**src/rtl/ipv4_arp_lut_arbiter.sv**
```systemverilog
// Round-robin arbiter sharing one IPv4 ARP LUT lookup port between NUM_REQ requesters.
// Define IPV4_ARP_LUT_ARBITER_STATS_EN to add lookup/hit/timeout statistics counters.
module ipv4_arp_lut_arbiter #(
  parameter int NUM_REQ        = 4,
  parameter int REQ_BITS       = 2,
  parameter int MAC_WIDTH      = 48,
  parameter int TIMEOUT_CYCLES = 15
) (
  input  logic                   clk,
  input  logic                   reset,
  input  logic [NUM_REQ-1:0]     i_req_valid,
  input  logic [32*NUM_REQ-1:0]  i_req_daddr,
  output logic [NUM_REQ-1:0]     o_req_ready,
  output logic [NUM_REQ-1:0]     o_rsp_valid,
  input  logic [NUM_REQ-1:0]     i_rsp_ready,
  output logic                   o_rsp_found,
  output logic [MAC_WIDTH-1:0]   o_rsp_eth_addr,
  output logic                   o_rsp_timeout,
  output logic                   o_lut_fib_daddr_valid,
  output logic [31:0]            o_lut_fib_daddr,
  input  logic                   i_lut_valid,
  input  logic                   i_lut_eth_addr_found,
  input  logic [MAC_WIDTH-1:0]   i_lut_eth_addr,
  output logic                   o_lut_rd,
  output logic                   o_busy
`ifdef IPV4_ARP_LUT_ARBITER_STATS_EN
  ,
  output logic [31:0]            o_stat_lookups,
  output logic [31:0]            o_stat_hits,
  output logic [31:0]            o_stat_timeouts
`endif
);

  typedef enum logic [1:0] {S_IDLE, S_ISSUE, S_WAIT, S_RESP} state_t;

  state_t               state_q, state_d;
  logic [REQ_BITS-1:0]  ptr_q;
  logic [REQ_BITS-1:0]  gnt_q;
  logic [REQ_BITS-1:0]  gnt_idx;
  logic [REQ_BITS-1:0]  cand;
  logic                 gnt_any;
  logic [31:0]          daddr_q;
  logic                 found_q;
  logic                 timeout_q;
  logic [MAC_WIDTH-1:0] eth_q;
  logic [1:0]           drain_q;
  logic [7:0]           wdog_q;
  logic [7:0]           wdog_inc;
  logic                 rd_last_q;
  logic                 arb_en_q;
  logic                 arb_ok;
  logic                 rd_drain;
  logic                 rd_cap;
  logic                 wdog_hit;
  logic                 rsp_hs;
  logic                 rsp_st;

  // Lowest offset from the pointer wins, so iterate from the far end downwards.
  always_comb begin
    gnt_any = 1'b0;
    gnt_idx = '0;
    cand    = '0;
    for (int i = NUM_REQ - 1; i >= 0; i--) begin
      cand = REQ_BITS'((int'(ptr_q) + i) % NUM_REQ);
      if (i_req_valid[cand]) begin
        gnt_any = 1'b1;
        gnt_idx = cand;
      end
    end
  end

  // arb_en_q holds off grants until the first edge after reset so o_req_ready is 0 in reset.
  assign arb_ok   = (state_q == S_IDLE) && arb_en_q && gnt_any && (drain_q != 2'd3);
  assign rd_drain = i_lut_valid && (drain_q != 2'd0) && !rd_last_q;
  assign rd_cap   = (state_q == S_WAIT) && i_lut_valid && (drain_q == 2'd0) && !rd_last_q;
  assign wdog_inc = wdog_q + 8'd1;
  assign wdog_hit = (state_q == S_WAIT) && !rd_cap && (wdog_inc == 8'(TIMEOUT_CYCLES));
  assign rsp_st   = (state_q == S_RESP);
  assign rsp_hs   = rsp_st && i_rsp_ready[gnt_q];

  always_comb begin
    state_d = state_q;
    case (state_q)
      S_IDLE:  if (arb_ok) state_d = S_ISSUE;
      S_ISSUE: state_d = S_WAIT;
      S_WAIT:  if (rd_cap || wdog_hit) state_d = S_RESP;
      S_RESP:  if (rsp_hs) state_d = S_IDLE;
      default: state_d = S_IDLE;
    endcase
  end

  always_ff @(posedge clk or negedge reset) begin
    if (!reset) begin
      state_q   <= S_IDLE;
      ptr_q     <= '0;
      gnt_q     <= '0;
      daddr_q   <= '0;
      found_q   <= 1'b0;
      eth_q     <= '0;
      timeout_q <= 1'b0;
      drain_q   <= 2'd0;
      wdog_q    <= 8'd0;
      rd_last_q <= 1'b0;
      arb_en_q  <= 1'b0;
    end else begin
      state_q   <= state_d;
      rd_last_q <= o_lut_rd;
      arb_en_q  <= 1'b1;
      if (arb_ok) begin
        gnt_q   <= gnt_idx;
        daddr_q <= i_req_daddr[32*gnt_idx +: 32];
        ptr_q   <= (int'(gnt_idx) == NUM_REQ - 1) ? '0 : gnt_idx + REQ_BITS'(1);
      end
      if (state_q == S_ISSUE) wdog_q <= 8'd0;
      else if (state_q == S_WAIT) wdog_q <= wdog_inc;
      if (rd_cap) begin
        found_q   <= i_lut_eth_addr_found;
        eth_q     <= i_lut_eth_addr;
        timeout_q <= 1'b0;
      end else if (wdog_hit) begin
        found_q   <= 1'b0;
        eth_q     <= '0;
        timeout_q <= 1'b1;
      end
      // A late LUT answer is owed for every watchdog expiry; count saturates at 3.
      case ({wdog_hit, rd_drain})
        2'b10:   if (drain_q != 2'd3) drain_q <= drain_q + 2'd1;
        2'b01:   drain_q <= drain_q - 2'd1;
        default: drain_q <= drain_q;
      endcase
    end
  end

  assign o_req_ready           = arb_ok ? (NUM_REQ'(1) << gnt_idx) : '0;
  assign o_lut_fib_daddr_valid = (state_q == S_ISSUE);
  assign o_lut_fib_daddr       = (state_q == S_ISSUE) ? daddr_q : 32'd0;
  assign o_lut_rd              = rd_drain || rd_cap;
  assign o_rsp_valid           = rsp_st ? (NUM_REQ'(1) << gnt_q) : '0;
  assign o_rsp_found           = rsp_st && found_q;
  assign o_rsp_eth_addr        = rsp_st ? eth_q : '0;
  assign o_rsp_timeout         = rsp_st && timeout_q;
  assign o_busy                = (state_q != S_IDLE);

`ifdef IPV4_ARP_LUT_ARBITER_STATS_EN
  logic [31:0] stat_lookups_q;
  logic [31:0] stat_hits_q;
  logic [31:0] stat_timeouts_q;

  always_ff @(posedge clk or negedge reset) begin
    if (!reset) begin
      stat_lookups_q  <= 32'd0;
      stat_hits_q     <= 32'd0;
      stat_timeouts_q <= 32'd0;
    end else begin
      if (state_q == S_ISSUE) stat_lookups_q <= stat_lookups_q + 32'd1;
      if (rd_cap && i_lut_eth_addr_found) stat_hits_q <= stat_hits_q + 32'd1;
      if (wdog_hit) stat_timeouts_q <= stat_timeouts_q + 32'd1;
    end
  end

  assign o_stat_lookups  = stat_lookups_q;
  assign o_stat_hits     = stat_hits_q;
  assign o_stat_timeouts = stat_timeouts_q;
`endif

endmodule
```
**config.mk**
```make
export PLATFORM = sky130hd
export DESIGN_NAME = ipv4_arp_lut_arbiter
export DESIGN_NICKNAME = d
export VERILOG_FILES = /design/src/rtl/ipv4_arp_lut_arbiter.sv
export SDC_FILE = /design/constraint.sdc
export NUM_CORES = 1
export LEC_CHECK = 0
export BUFFER_PORTS_ARGS = -buffer_cell sky130_fd_sc_hd__buf_2
export CORE_MARGIN = 2
export CORE_UTILIZATION = 47
export CTS_CLUSTER_SIZE = 12
export DETAILED_ROUTE_END_ITERATION = 10
export PLACE_DENSITY_LB_ADDON = 0.08
export RECOVER_POWER = 100
export SYNTH_ARGS = -nofsm -noshare
export SYNTH_HDL_FRONTEND = slang
export SYNTH_SLANG_ARGS = --single-unit
```
**constraint.sdc**
```tcl
create_clock -name clk -period 2.9 [get_ports clk]
set_input_delay 0.435 -clock clk [delete_from_list [all_inputs] [get_ports clk]]
set_output_delay 0.435 -clock clk [all_outputs]
set_load 0.02 [all_outputs]
```
==> run summary <==
Outcome = finished clean
Fmax = 0.3803 GHz
CP max stage cell = clkbuf_4
Worst hold start = i_lut_eth_addr[3]
Starting Density = 47.70%
Avg WL per Cell = 15.08 µm
DP HPWL = 11.48 mm
Area Growth Syn to Fin = 29.27%
Hold endpoint = eth_q[3]$_DFFE_PN0P_
GRT overflow = 0
Synth warn = 0
FF-to-FF Start = ptr_q[0]$_DFFE_PN0P_
Clock Sinks = 100
Critical Path, Cell by Cell = nor2_1 -> a211o_1 -> a21oi_4 -> clkbuf_4 -> mux2i_1 -> o221ai_1
DRT antenna net count = 0
Core area = 11910 µm²
Synthesized-area fraction occupied by and/or/nand/nor cells = 23.21%
TritonCTS clock tree = done
Drt first pass iters = 4
Max-Cap Viols = 0
Vias in the first global route = 5040
Least-Margin Pin Slew = 1364 ps
Total number of vias = 5312
Critical path's top delay family = buffers and inverters
CP Capture Type = flip-flop
Die area = 12980 µm²
Total CTS buffers = 9
CP max FO = 64
Post-synth EDFFs = 0
Antenna Cells = 0
GRT Util Overall = 23.43%
Yosys cell types = 43
Adder-Cell Fraction of Synth Area = 2.202%
Input/output buffers = 280
Largest net degree at the start of global routing = 65
DP Cell Count = 1018
Hold-fix buffers at CTS = 0
XOR/XNOR Fraction of Synth Area = 0.3083%
Vias per cell = 5.137
Cts repair resizes = 0
Mux cell area share after synthesis = 12.20%
Crit path launch type = flip-flop
R2r worst-path depth = 6
Worst-skew pair later-pin latency = 340 ps
Period Utilization, post-route = 90.66%
Unrepaired setup endpoints after global routing = no
Synth Register Bits = 100
Post-Layout Cell Count = 1034
Post-synthesis sequential area ratio = 44.04%
Worst R2R Setup Slack = 270 ps
Layout Skew = 6.742 ps
Leakage Power = 3.667 nW
CTS H-Tree Depth = 3
Compound-Gate Fraction of Synth Area = 13.59%
Site Rows = 40
Fin crit period = 2629 ps
Die Y-Extent = 114.0 µm
Crit path DAT = 2830 ps
Setup TNS = 0 ps
Mapped Cells = 627
Root buffer cell = clkbuf_16
Fraction of layout cells with a size suffix above 1 = 28.07%
Final-stage net count = 1080
Crit path kind = flip-flop to flip-flop
Antenna violations before repair = 0
Mapped Area = 5682 µm²
CP required = 3100 ps
Post-synthesis net count = 825
Total Wirelength = 15.59 mm
CP max stage delay = 860 ps
DRC = 0
Setup Viol. Count Final = 0
Largest family of logic cells by synthesized area = simple AND/OR/NAND/NOR gates
IO Pins = 281
Hold/Removal Path Class = input pin to flip-flop
First-pass GRT wire length = 24.44 mm
Drt initial violations = 474
Critical path buffer and inverter count = 1
Most used DFF post-synth = dfrtp_1
GP Congestion = 0.8332
Max-slew headroom = 9.092%
Syn_area_per_cell = 9.062 µm²
Setup Fix Bufs, Post-CTS = 0
Clock Path Buffers = 2
Hold Path Depth = 3
FF-to-FF End = daddr_q[10]$_DFFE_PN0P_
Final Hold Viols = 0
Max Slew Vio Count = 0
Asr flop ratio synth = 100.0%
Die Wd = 114.0 µm
Pwr/cell area = 885.0 nW/µm²
Reg clk slew, reported paths = 70 ps
Peak VDD IR = 0.0005825 V
==> worst max path at each step <==
stage / cells after the start / end / slack, ps / startpoint
2_1_floorplan: 9 / o_req_ready[2] / 640 / i_req_valid[0]
3_3_place_gp: 8 / daddr_q[10]$_DFFE_PN0P_ / 660 / i_req_valid[0]
3_5_place_dp: 7 / eth_q[38]$_DFFE_PN0P_ / 530 / wdog_q[1]$_DFFE_PN0P_
4_1_cts: 4 / o_rsp_eth_addr[36] / 420 / state_q[1]$_DFFE_PN0P_
5_1_grt: 7 / eth_q[32]$_DFFE_PN0P_ / 140 / wdog_q[1]$_DFFE_PN0P_
6_report: 6 / daddr_q[10]$_DFFE_PN0P_ / 270 / ptr_q[0]$_DFFE_PN0P_
==> through the flow <==
step                hold slack, ps  area, µm²  worst slack (ps)  utilization [%]  total power [mW]
floorplan                    139.4       5682             639.2                -             4.503
global placement             456.4       7179             657.6            60.27             5.348
detailed placement           464.0       7179             526.2            60.27             5.474
CTS                          163.5       7466             416.9            62.68             6.654
global route                 297.8       7345             137.5            61.66             7.026
finish                       294.3       7345             270.7            61.66             6.500
==> cells in the final DEF (no fill, tap or decap), types with 2 or more instances in the layout <==
| cell type | instances |
|---|---|
| o21ai_0 | 59 |
| o221ai_1 | 33 |
| a21oi_1 | 7 |
| and4_1 | 3 |
| and2_0 | 28 |
| a22o_1 | 3 |
| and2_1 | 59 |
| and3_1 | 3 |
| nand3b_1 | 2 |
| nor3_1 | 2 |
| nor2_1 | 9 |
| dfrtp_1 | 100 |
| o31ai_1 | 4 |
| clkbuf_1 | 65 |
| clkbuf_16 | 9 |
| nor2b_1 | 2 |
| clkbuf_2 | 5 |
| buf_4 | 5 |
| nand2_1 | 152 |
| nor3b_1 | 2 |
| ha_1 | 10 |
| inv_1 | 10 |
| buf_2 | 215 |
| nand2b_1 | 4 |
| clkinvlp_4 | 3 |
| mux2i_1 | 67 |
| nand3_1 | 3 |
==> tightest hold or removal path: cells and delay by family <==
family / cells / cell delay (ps)
and+or+nand+nor: 1 / 30
buffers and inverters: 1 / 70
AOI/OAI and AO/OA: 1 / 50
==> synth_stat cells (all sizes together), types with 2 or more instances <==
library cell  count  share of area [%]
a21oi             8               0.77
mux2i            67                 12
nor2b             2               0.22
and4              3               0.46
nor3              2               0.18
nand2           152                 10
o31ai             4               0.53
buf              13                1.4
nand3b            2               0.26
a22o              3               0.46
nor3b             2               0.26
o21ai            59                5.2
ha               10                2.2
nand2b            4               0.44
o221ai           33                5.1
and2             87                9.6
nor2              9               0.59
and3              4               0.44
dfrtp           100                 44
inv              10               0.66
clkbuf           34                2.3
nand3             4               0.35
==> metal layers <==
metal	GRT usage (%)	wire, µm	up-vias
met5	0	0	-
met4	6.667	218	0
met3	3.932	742	14
met2	40.24	7855	186
met1	30.63	6776	2471
li1	-	-	2641
==> flip-flops by register name (all words and copies together) (netlist names), 2 cells and up <==
name	cells
state_q	2
drain_q	2
wdog_q	8
ptr_q	2
eth_q	48
daddr_q	32
gnt_q	2
==> logic make-up (layout without fill, tap and decap cells) <==
group                      after synthesis  in the layout
other                                    1              1
xor gates and xnor gates                 2              2
muxes                                   68             68
and+or+nand+nor                        274            274
DFF                                    100            100
adders and majority gates               10             10
buffers and inverters                   57            317
AOI/OAI and AO/OA                      115            115
==> cell type report <==
cell class | instances | area [µm²]
Multi-Input combinational cell | 470 | 2944
Clock inverter | 6 | 47.55
Timing Repair Buffer | 291 | 1390
Tap cell | 147 | 183.9
Fill cell | 1069 | 4567
Clock buffer | 10 | 239.0
Inverter | 10 | 37.54
Sequential cell | 100 | 2502
==> power breakdown <==
part	internal [mW]	total (mW)	switching (mW)
registers	2.00	2.33	0.330
logic	1.14	3.01	1.87
clock network	0.614	1.16	0.546
total	3.75	6.50	2.75
Note: power is estimated with default switching activity, not from simulation.
